==> src/rtl/pal_sram_scanner.sv <==
// PAL raster scanner: sweeps an HTOTAL x VTOTAL raster, fetches one RGB332 byte per
// active pixel from asynchronous SRAM and drives 9-bit RGB plus composite sync.
module pal_sram_scanner #(
    parameter int          HTOTAL       = 448,
    parameter int          VTOTAL       = 312,
    parameter int          HSTART       = 48,
    parameter int          VSTART       = 64,
    parameter int          HBLANK_START = 320,
    parameter int          HBLANK_END   = 416,
    parameter int          HSYNC_START  = 344,
    parameter int          HSYNC_LEN    = 32,
    parameter int          VBLANK_START = 272,
    parameter int          VBLANK_END   = 280,
    parameter int          VSYNC_START  = 272,
    parameter int          VSYNC_LEN    = 4,
    parameter logic [18:0] FB_BASE      = 19'h00000
) (
    input  logic        clk,
    input  logic        rst_n,
    input  logic [8:0]  border,
    output logic [18:0] sram_addr,
    input  logic [7:0]  sram_data,
    output logic        sram_we_n,
    output logic [2:0]  r,
    output logic [2:0]  g,
    output logic [2:0]  b,
    output logic        csync,
    output logic        frame_start
);

    localparam int HW = $clog2(HTOTAL);
    localparam int VW = $clog2(VTOTAL);

    localparam logic [HW-1:0] H_LAST = HW'(HTOTAL - 1);
    localparam logic [HW-1:0] H_ACT0 = HW'(HSTART);
    localparam logic [HW-1:0] H_ACT1 = HW'(HSTART + 256);
    localparam logic [HW-1:0] H_BLK0 = HW'(HBLANK_START);
    localparam logic [HW-1:0] H_BLK1 = HW'(HBLANK_END);
    localparam logic [HW-1:0] H_SYN0 = HW'(HSYNC_START);
    localparam logic [HW-1:0] H_SYN1 = HW'(HSYNC_START + HSYNC_LEN);

    localparam logic [VW-1:0] V_LAST = VW'(VTOTAL - 1);
    localparam logic [VW-1:0] V_ACT0 = VW'(VSTART);
    localparam logic [VW-1:0] V_ACT1 = VW'(VSTART + 192);
    localparam logic [VW-1:0] V_BLK0 = VW'(VBLANK_START);
    localparam logic [VW-1:0] V_BLK1 = VW'(VBLANK_END);
    localparam logic [VW-1:0] V_SYN0 = VW'(VSYNC_START);
    localparam logic [VW-1:0] V_SYN1 = VW'(VSYNC_START + VSYNC_LEN);

    logic [HW-1:0] hc;
    logic [VW-1:0] vc;

    logic       active, blank, hs, vs, first;
    logic [7:0] hoff, voff;

    logic       active_d, blank_d, hs_d, vs_d, first_d;
    logic [8:0] border_d;

    assign sram_we_n = 1'b1;

    // NOTE: state registers use non-blocking assignments so every flop samples
    // pre-edge values, regardless of the order the always blocks are evaluated in.
    always_ff @(posedge clk or negedge rst_n) begin
        if (!rst_n) begin
            hc <= '0;
            vc <= '0;
        end else if (hc == H_LAST) begin
            hc <= '0;
            vc <= (vc == V_LAST) ? '0 : vc + 1'b1;
        end else begin
            hc <= hc + 1'b1;
        end
    end

    assign active = (hc >= H_ACT0) && (hc < H_ACT1) && (vc >= V_ACT0) && (vc < V_ACT1);
    assign blank  = ((hc >= H_BLK0) && (hc < H_BLK1)) || ((vc >= V_BLK0) && (vc < V_BLK1));
    assign hs     = (hc >= H_SYN0) && (hc < H_SYN1);
    assign vs     = (vc >= V_SYN0) && (vc < V_SYN1);
    assign first  = (hc == '0) && (vc == '0);

    // Offsets into the 256x192 window; only meaningful (and only used) when active.
    assign hoff = 8'(hc - H_ACT0);
    assign voff = 8'(vc - V_ACT0);

    // Stage 1: address fetch and region flags; border is delayed with them so a
    // border change lines up with the raster position it was sampled at.
    always_ff @(posedge clk or negedge rst_n) begin
        if (!rst_n) begin
            sram_addr <= FB_BASE;
            active_d  <= 1'b0;
            blank_d   <= 1'b0;
            hs_d      <= 1'b0;
            vs_d      <= 1'b0;
            first_d   <= 1'b0;
            border_d  <= '0;
        end else begin
            if (active)
                sram_addr <= FB_BASE + {3'b000, voff, hoff};
            active_d <= active;
            blank_d  <= blank;
            hs_d     <= hs;
            vs_d     <= vs;
            first_d  <= first;
            border_d <= border;
        end
    end

    // Stage 2: sram_data here answers the address registered one edge earlier.
    always_ff @(posedge clk or negedge rst_n) begin
        if (!rst_n) begin
            r           <= '0;
            g           <= '0;
            b           <= '0;
            csync       <= 1'b1;
            frame_start <= 1'b0;
        end else begin
            if (blank_d) begin
                r <= '0;
                g <= '0;
                b <= '0;
            end else if (active_d) begin
                r <= sram_data[7:5];
                g <= sram_data[4:2];
                b <= {sram_data[1:0], sram_data[1]};
            end else begin
                r <= border_d[8:6];
                g <= border_d[5:3];
                b <= border_d[2:0];
            end
            // XOR inverts hsync during vsync lines, giving equalising-style pulses.
            csync       <= ~(hs_d ^ vs_d);
            frame_start <= first_d;
        end
    end

endmodule

==> config.mk <==
export PLATFORM = sky130hd
export DESIGN_NAME = pal_sram_scanner
export DESIGN_NICKNAME = d
export VERILOG_FILES = /design/src/rtl/pal_sram_scanner.sv
export SDC_FILE = /design/constraint.sdc
export NUM_CORES = 1
export LEC_CHECK = 0
export CAP_MARGIN = 5
export CELL_PAD_IN_SITES_DETAIL_PLACEMENT = 1
export CELL_PAD_IN_SITES_GLOBAL_PLACEMENT = 1
export CORE_ASPECT_RATIO = 1.5
export CORE_MARGIN = 2
export CORE_UTILIZATION = 30
export CTS_CLUSTER_SIZE = 10
export DETAILED_ROUTE_END_ITERATION = 7
export PLACE_DENSITY_LB_ADDON = 0.1
export SYNTH_ARGS = -nofsm -noshare
export SYNTH_HDL_FRONTEND = slang
export SYNTH_SLANG_ARGS = --single-unit
==> constraint.sdc <==
create_clock -name clk -period 4.9 [get_ports clk]
set_input_delay 0.49 -clock clk [delete_from_list [all_inputs] [get_ports clk]]
set_output_delay 0.49 -clock clk [all_outputs]
set_load 0.02 [all_outputs]
==> results of run 1 <==
worst reg2reg max path: cells and delay by family, from the launching register on:
family / cells / cell delay, ps
flip-flops: 1 / 400
multiplexers: 1 / 360
AO/OA/AOI/OAI: 1 / 830
buffers and inverters: 1 / 90
AND/OR/NAND/NOR: 1 / 850
adder cells (fa/ha/maj): 1 / 220
through the flow:
step	instance area (µm²)	worst slack (ps)	cells	hold WS, ps
2_1_floorplan	2619	2893	228	194.4
4_1_cts	3391	2000	379	349.9
6_report	3391	2044	379	323.1
3_3_place_gp	3097	2051	364	335.2
3_5_place_dp	3097	1997	364	343.2
5_1_grt	3391	1733	379	377.1
worst paths after layout:
kind                                             endpoint  slack, ps              start
min in group clk                    frame_start$_DFF_PN0_        350  first_d$_DFF_PN0_
max in group asynchronous        sram_addr[6]$_DFFE_PN0P_       4080              rst_n
worst max-delay path            sram_addr[12]$_DFFE_PN0P_       2040  vc[0]$_DFFE_PN0N_
worst max register to register  sram_addr[12]$_DFFE_PN0P_       2040  vc[0]$_DFFE_PN0N_
worst min register to register      frame_start$_DFF_PN0_        350  first_d$_DFF_PN0_
worst min-delay path                       r[2]$_DFF_PN0_        320              rst_n
power by group:
group          total [µW]  leakage, µW  switching, µW  internal (µW)
registers             497     0.000765           1.85            495
logic                42.8     0.000591           22.0           20.8
clock network         617     0.000142            213            404
total                1160      0.00150            237            920
cell usage after synthesis (2+ instances only):
cell type | number | area, µm²
a21o_1 | 2 | 15.01
a21oi_1 | 5 | 25.02
buf_2 | 2 | 10.01
buf_4 | 5 | 37.54
buf_6 | 3 | 33.78
clkbuf_1 | 5 | 18.77
conb_1 | 2 | 7.510
dfrtp_1 | 58 | 1451
ha_1 | 9 | 112.6
inv_1 | 10 | 37.54
mux2_4 | 7 | 105.1
mux2i_1 | 7 | 70.07
nand2_1 | 8 | 30.03
nand2b_1 | 3 | 18.77
nand3_1 | 7 | 35.03
nand4_1 | 3 | 18.77
nand4b_1 | 2 | 17.52
nor2_1 | 20 | 75.07
nor3_1 | 6 | 30.03
nor4_1 | 7 | 43.79
o21ai_0 | 13 | 65.06
o21ai_2 | 8 | 70.07
or3_1 | 2 | 12.51
xnor2_1 | 11 | 96.34
xor2_1 | 3 | 26.28
layer usage:
layer  vias to the layer above  part of all wire [%]  wire length (µm)
li1                        851                     -                 -
met1                       888                    40              2428
met2                        49                    53              3276
met3                         9                   4.6               283
met4                         0                   2.3               144
met5                         -                     0                 0
registers in the layout, summed over array words and instances (netlist names), 3 cells and up:
register	cells
b	3
g	3
sram_addr	16
vc	9
border_d	9
r	3
hc	9
layout make-up:
type / instances / area (µm²) / area share [%]
clock buffers: 11 / 242.7 / 7.159
clock inverters: 4 / 51.30 / 1.513
inverters: 10 / 37.54 / 1.107
multi-input cells: 142 / 994.7 / 29.34
flip-flops and latches: 59 / 1478 / 43.58
well taps: 107 / 133.9 / 3.948
repair buffers: 46 / 452.9 / 13.36
kinds of logic after synthesis:
group	count (synthesis)	synth area share (%)
fa+ha+maj	9	4.312
compound gates	36	9.104
mux	14	6.708
other cells	2	0.2876
simple gates	65	12.70
xor+xnor	14	4.696
buf+inv	27	5.606
flops	59	56.59
==> flow_summary.toml, run 1 <==
[status]
outcome = "finished, final reports clean"

[global_routing]
grt_pass1_wl_um = 9901
met3_usage_pct = 4.656
grt.total_usage_pct = 14.14
grtUsageMet2_pct = 23.28
grt_pass1_vias = 1879
grt_max_degree = 60
busiest_layer = "met2"
grt_util_met1_pct = 15.93
overflow = 0
antenna_found_initial = 0

[drt]
viasPerCell = 4.741
vias = 1797
wl_um = 6133
ant_nets = 0
first_iter_violations = 49
wl_per_cell_um = 16.18
drc_errors = 0
firstDrtPassIters = 4

[cts]
cts_made_buffers = 9
cts_tree = "built"
h-tree-depth = 3
hold_buffers = 0
cts_max_path_buffers = 2
post_cts_resized = 0
clk_latency_ps = 330
root_buffer = "clkbuf_16"
path_clk_slew_ps = 50
postCtsSetupRepairBufs = 0
clock_sinks = 59

[min_path]
min_path_type = "in2async"

[timing]
setup_violations = 0
fin_crit_ps = 2856
worst_pin_slew_ps = 1116
fmax_ghz = 0.3502
fin_setup_tns_ps = 0
rsz0062_at_grt = "no"
drv_slew = 0
fin_crit_sh_pct = 58.28
hold_viol_final = 0
slew_headroom_pct = 24.93
skew_ps = 6.612

[logic_synthesis]
synth-async-reset-ratio_pct = 100.0
ys_types = 43
ys.flop_type = "dfrtp_1"
synth_edf_count = 0
synthCells = 226
ys_seq_area_share_pct = 56.59
syn_area_per_cell_um2 = 11.55
ys_ff_latch = 59
synth_area_mm2 = 0.002611
yosysWarnings = 0

[pwr]
total_leakage_power_uw = 0.001498
power_density_mw_per_mm2 = 341.2
p_total_uw = 1157
vdd_ir_drop_max_mv = 0.1622

[floorplanning]
core_mm2 = 0.008413
initial_core_util_pct = 31.04
dieWidth_um = 80.18
die_area_mm2 = 0.009482
dieHeight_um = 118.3
rows = 41
io_pins = 50

[setup_path]
path_delay_family = "simple AND/OR/NAND/NOR gates"
r2r_cells = 5
cp.buffers_inverters = 1
worstSetupStartpointType = "flip-flop"
worstPathCellList = "inv_1 > ha_1 > a311oi_1 > or2_1 > mux2_4"
path_class = "reg2reg"
crit_cells = 5
critPathCaptureType = "flip-flop"
critPathMaxFanout = 17
critPathMaxStageDelay_ps = 850
required_ps = 5110
slowest_stage = "or2_1"
worstPathArrival_ps = 3070

[final_layout]
antenna_cells = 0
final_cell_mix = "dfrtp_1 (58), clkdlybuf4s50_1 (44), nor2_1 (20), o21ai_0 (13), xnor2_1 (11)"
layout.nets = 296
final_util_pct = 40.30
area_delta_synth_final_pct = 29.85
drive_above_1_share_pct = 12.13
final_common_cell = "dfrtp_1"
n_fill_cell = 954

[place]
gp_congestion = 0.7338
dp_hpwl_um = 4263
portBuffers = 45

[job]
maxCapViolCount = 0
(Power assumes the default switching activity.)
==> run 2: changes to the inputs <==
==> constraint.sdc (replaced) <==
create_clock -name clk -period 2.4 [get_ports clk]
set_input_delay 0.24 -clock clk [delete_from_list [all_inputs] [get_ports clk]]
set_output_delay 0.24 -clock clk [all_outputs]
set_load 0.02 [all_outputs]
==> run 2 against run 1 <==
Sequential power increased by 110%. Total power increased by 120%. Non-clock buffer count increased by 18. Setup slack got worse by 1900 ps. Via count increased by 3.5%. Clock power increased by 130%. First-iteration DRC count increased by 76%. Combinational power increased by 100%. Count of clock-buffer cells in the layout unchanged. Register-to-register slack got worse by 1900 ps. Die area unchanged. Critical path type unchanged.
==> flow_summary.toml, run 2 (same netlist as run 1, synthesis figures left out) <==
[setup_path]
slowest_stage = "dfrtp_1"
critPathMaxStageDelay_ps = 520
r2r_cells = 5
worstReg2RegEnd = "sram_addr[2]$_DFFE_PN0P_"
critPathCaptureType = "flip-flop"
worstSetupStartpointType = "flip-flop"
worstPathCellList = "ha_1 > nand4bb_1 > a221o_1 > or2_2 > mux2_4"
crit_path_end = "sram_addr[2]$_DFFE_PN0P_"
critPathLaunch = "hc[5]$_DFF_PN0_"
r2r_setup_slack_ps = 190
r2r-start = "hc[5]$_DFF_PN0_"
worstPathArrival_ps = 2410
required_ps = 2610
critPathMaxFanout = 14
path_class = "reg2reg"

[drt]
first_iter_violations = 86
wl_um = 6474
vias = 1860
wl_per_cell_um = 16.27
firstDrtPassIters = 4
drc_errors = 0
ant_nets = 0
viasPerCell = 4.673

[floorplanning]
initial_core_util_pct = 31.04
rows = 41
dieHeight_um = 118.3
core_mm2 = 0.008413
io_pins = 50
dieWidth_um = 80.18
die_area_mm2 = 0.009482

[timing]
skew_ps = 4.481
fin_crit_ps = 2206
drv_slew = 0
hold_viol_final = 0
worst_pin_slew_ps = 760.2
fin_setup_tns_ps = 0
setup_violations = 0
fmax_ghz = 0.4533
slew_headroom_pct = 49.32
fin_crit_sh_pct = 91.92
rsz0062_at_grt = "no"

[cts]
clock_sinks = 59
hold_buffers = 0
cts_tree = "built"
cts_made_buffers = 9
clk_latency_ps = 320
h-tree-depth = 3
post_cts_resized = 0
postCtsSetupRepairBufs = 0
path_clk_slew_ps = 50
cts_max_path_buffers = 2
root_buffer = "clkbuf_16"

[job]
maxCapViolCount = 0

[pwr]
total_leakage_power_uw = 0.001616
vdd_ir_drop_max_mv = 0.4152
power_density_mw_per_mm2 = 700.4

[global_routing]
overflow = 0
grt_pass1_wl_um = 10700
grt.total_usage_pct = 15.01
grt_max_degree = 60
antenna_found_initial = 0
grt_pass1_vias = 2038

[final_layout]
final_util_pct = 42.31
antenna_cells = 0
final_common_cell = "dfrtp_1"
largest_register_ffs = 16
area_delta_synth_final_pct = 36.32
regMostFlops = "sram_addr"
layout.nets = 314
final_cell_mix = "dfrtp_1 (58), clkdlybuf4s50_1 (44), nor2_1 (20), buf_4 (19), o21ai_0 (13)"
drive_above_1_share_pct = 18.56
n_fill_cell = 959
fin_area_mm2 = 0.003560

[place]
gp_congestion = 0.7392
portBuffers = 45
place_area_mm2 = 0.003232
dp_hpwl_um = 4577

[min_path]
min_path_type = "in2async"

[status]
outcome = "finished, final reports clean"
run 2: worst max-delay path: cells and delay by family, from the launching register on:
family | cells | cell delay (ps)
simple gates | 2 | 620
flops | 1 | 520
mux | 1 | 360
compound gates | 1 | 320
fa+ha+maj | 1 | 270
run 2: how the worst min path moves through the flow:
stage | from | to | slack [ps]
floorplan | rst_n | active_d$_DFF_PN0_ | -60
global placement | first_d$_DFF_PN0_ | frame_start$_DFF_PN0_ | 340
detailed placement | first_d$_DFF_PN0_ | frame_start$_DFF_PN0_ | 340
CTS | rst_n | border_d[8]$_DFF_PN0_ | 110
global route | rst_n | border_d[8]$_DFF_PN0_ | 140
finish | rst_n | border_d[8]$_DFF_PN0_ | 70
run 2: layout make-up:
cell class	instances	area, µm²	share of cell area (%)
Clock buffer	11	252.7	7.100
Clock inverter	5	75.07	2.109
Inverter	10	37.54	1.054
Multi-Input combinational cell	142	994.7	27.94
Sequential cell	59	1478	41.51
Tap cell	107	133.9	3.761
Timing Repair Buffer	64	588.1	16.52
run 2: where the power goes:
part / switching [µW] / internal (µW)
Combinational: 45.0 / 42.5
Sequential: 3.68 / 1010
Clock: 432 / 958
Total: 481 / 2010
run 2: per-layer routing:
metal | global-route usage (%) | share of wire, % | vias up
li1 | - | - | 878
met1 | 16.64 | 39 | 932
met2 | 26.35 | 55 | 40
met3 | 4.275 | 4.1 | 10
met4 | 6.038 | 1.5 | 0
met5 | 0 | 0 | -
run 2: through the flow:
stage                     total power (µW)  hold WS [ps]  instances  setup WS, ps
after floorplan                       1059        -55.59        228         392.7
after global placement                1121         335.2        382         150.6
after detailed placement              1122         336.2        382         114.1
after global routing                  2592         142.3        398         93.38
final                                 2493         72.66        398         193.8
after CTS                             2538         108.6        398         87.35
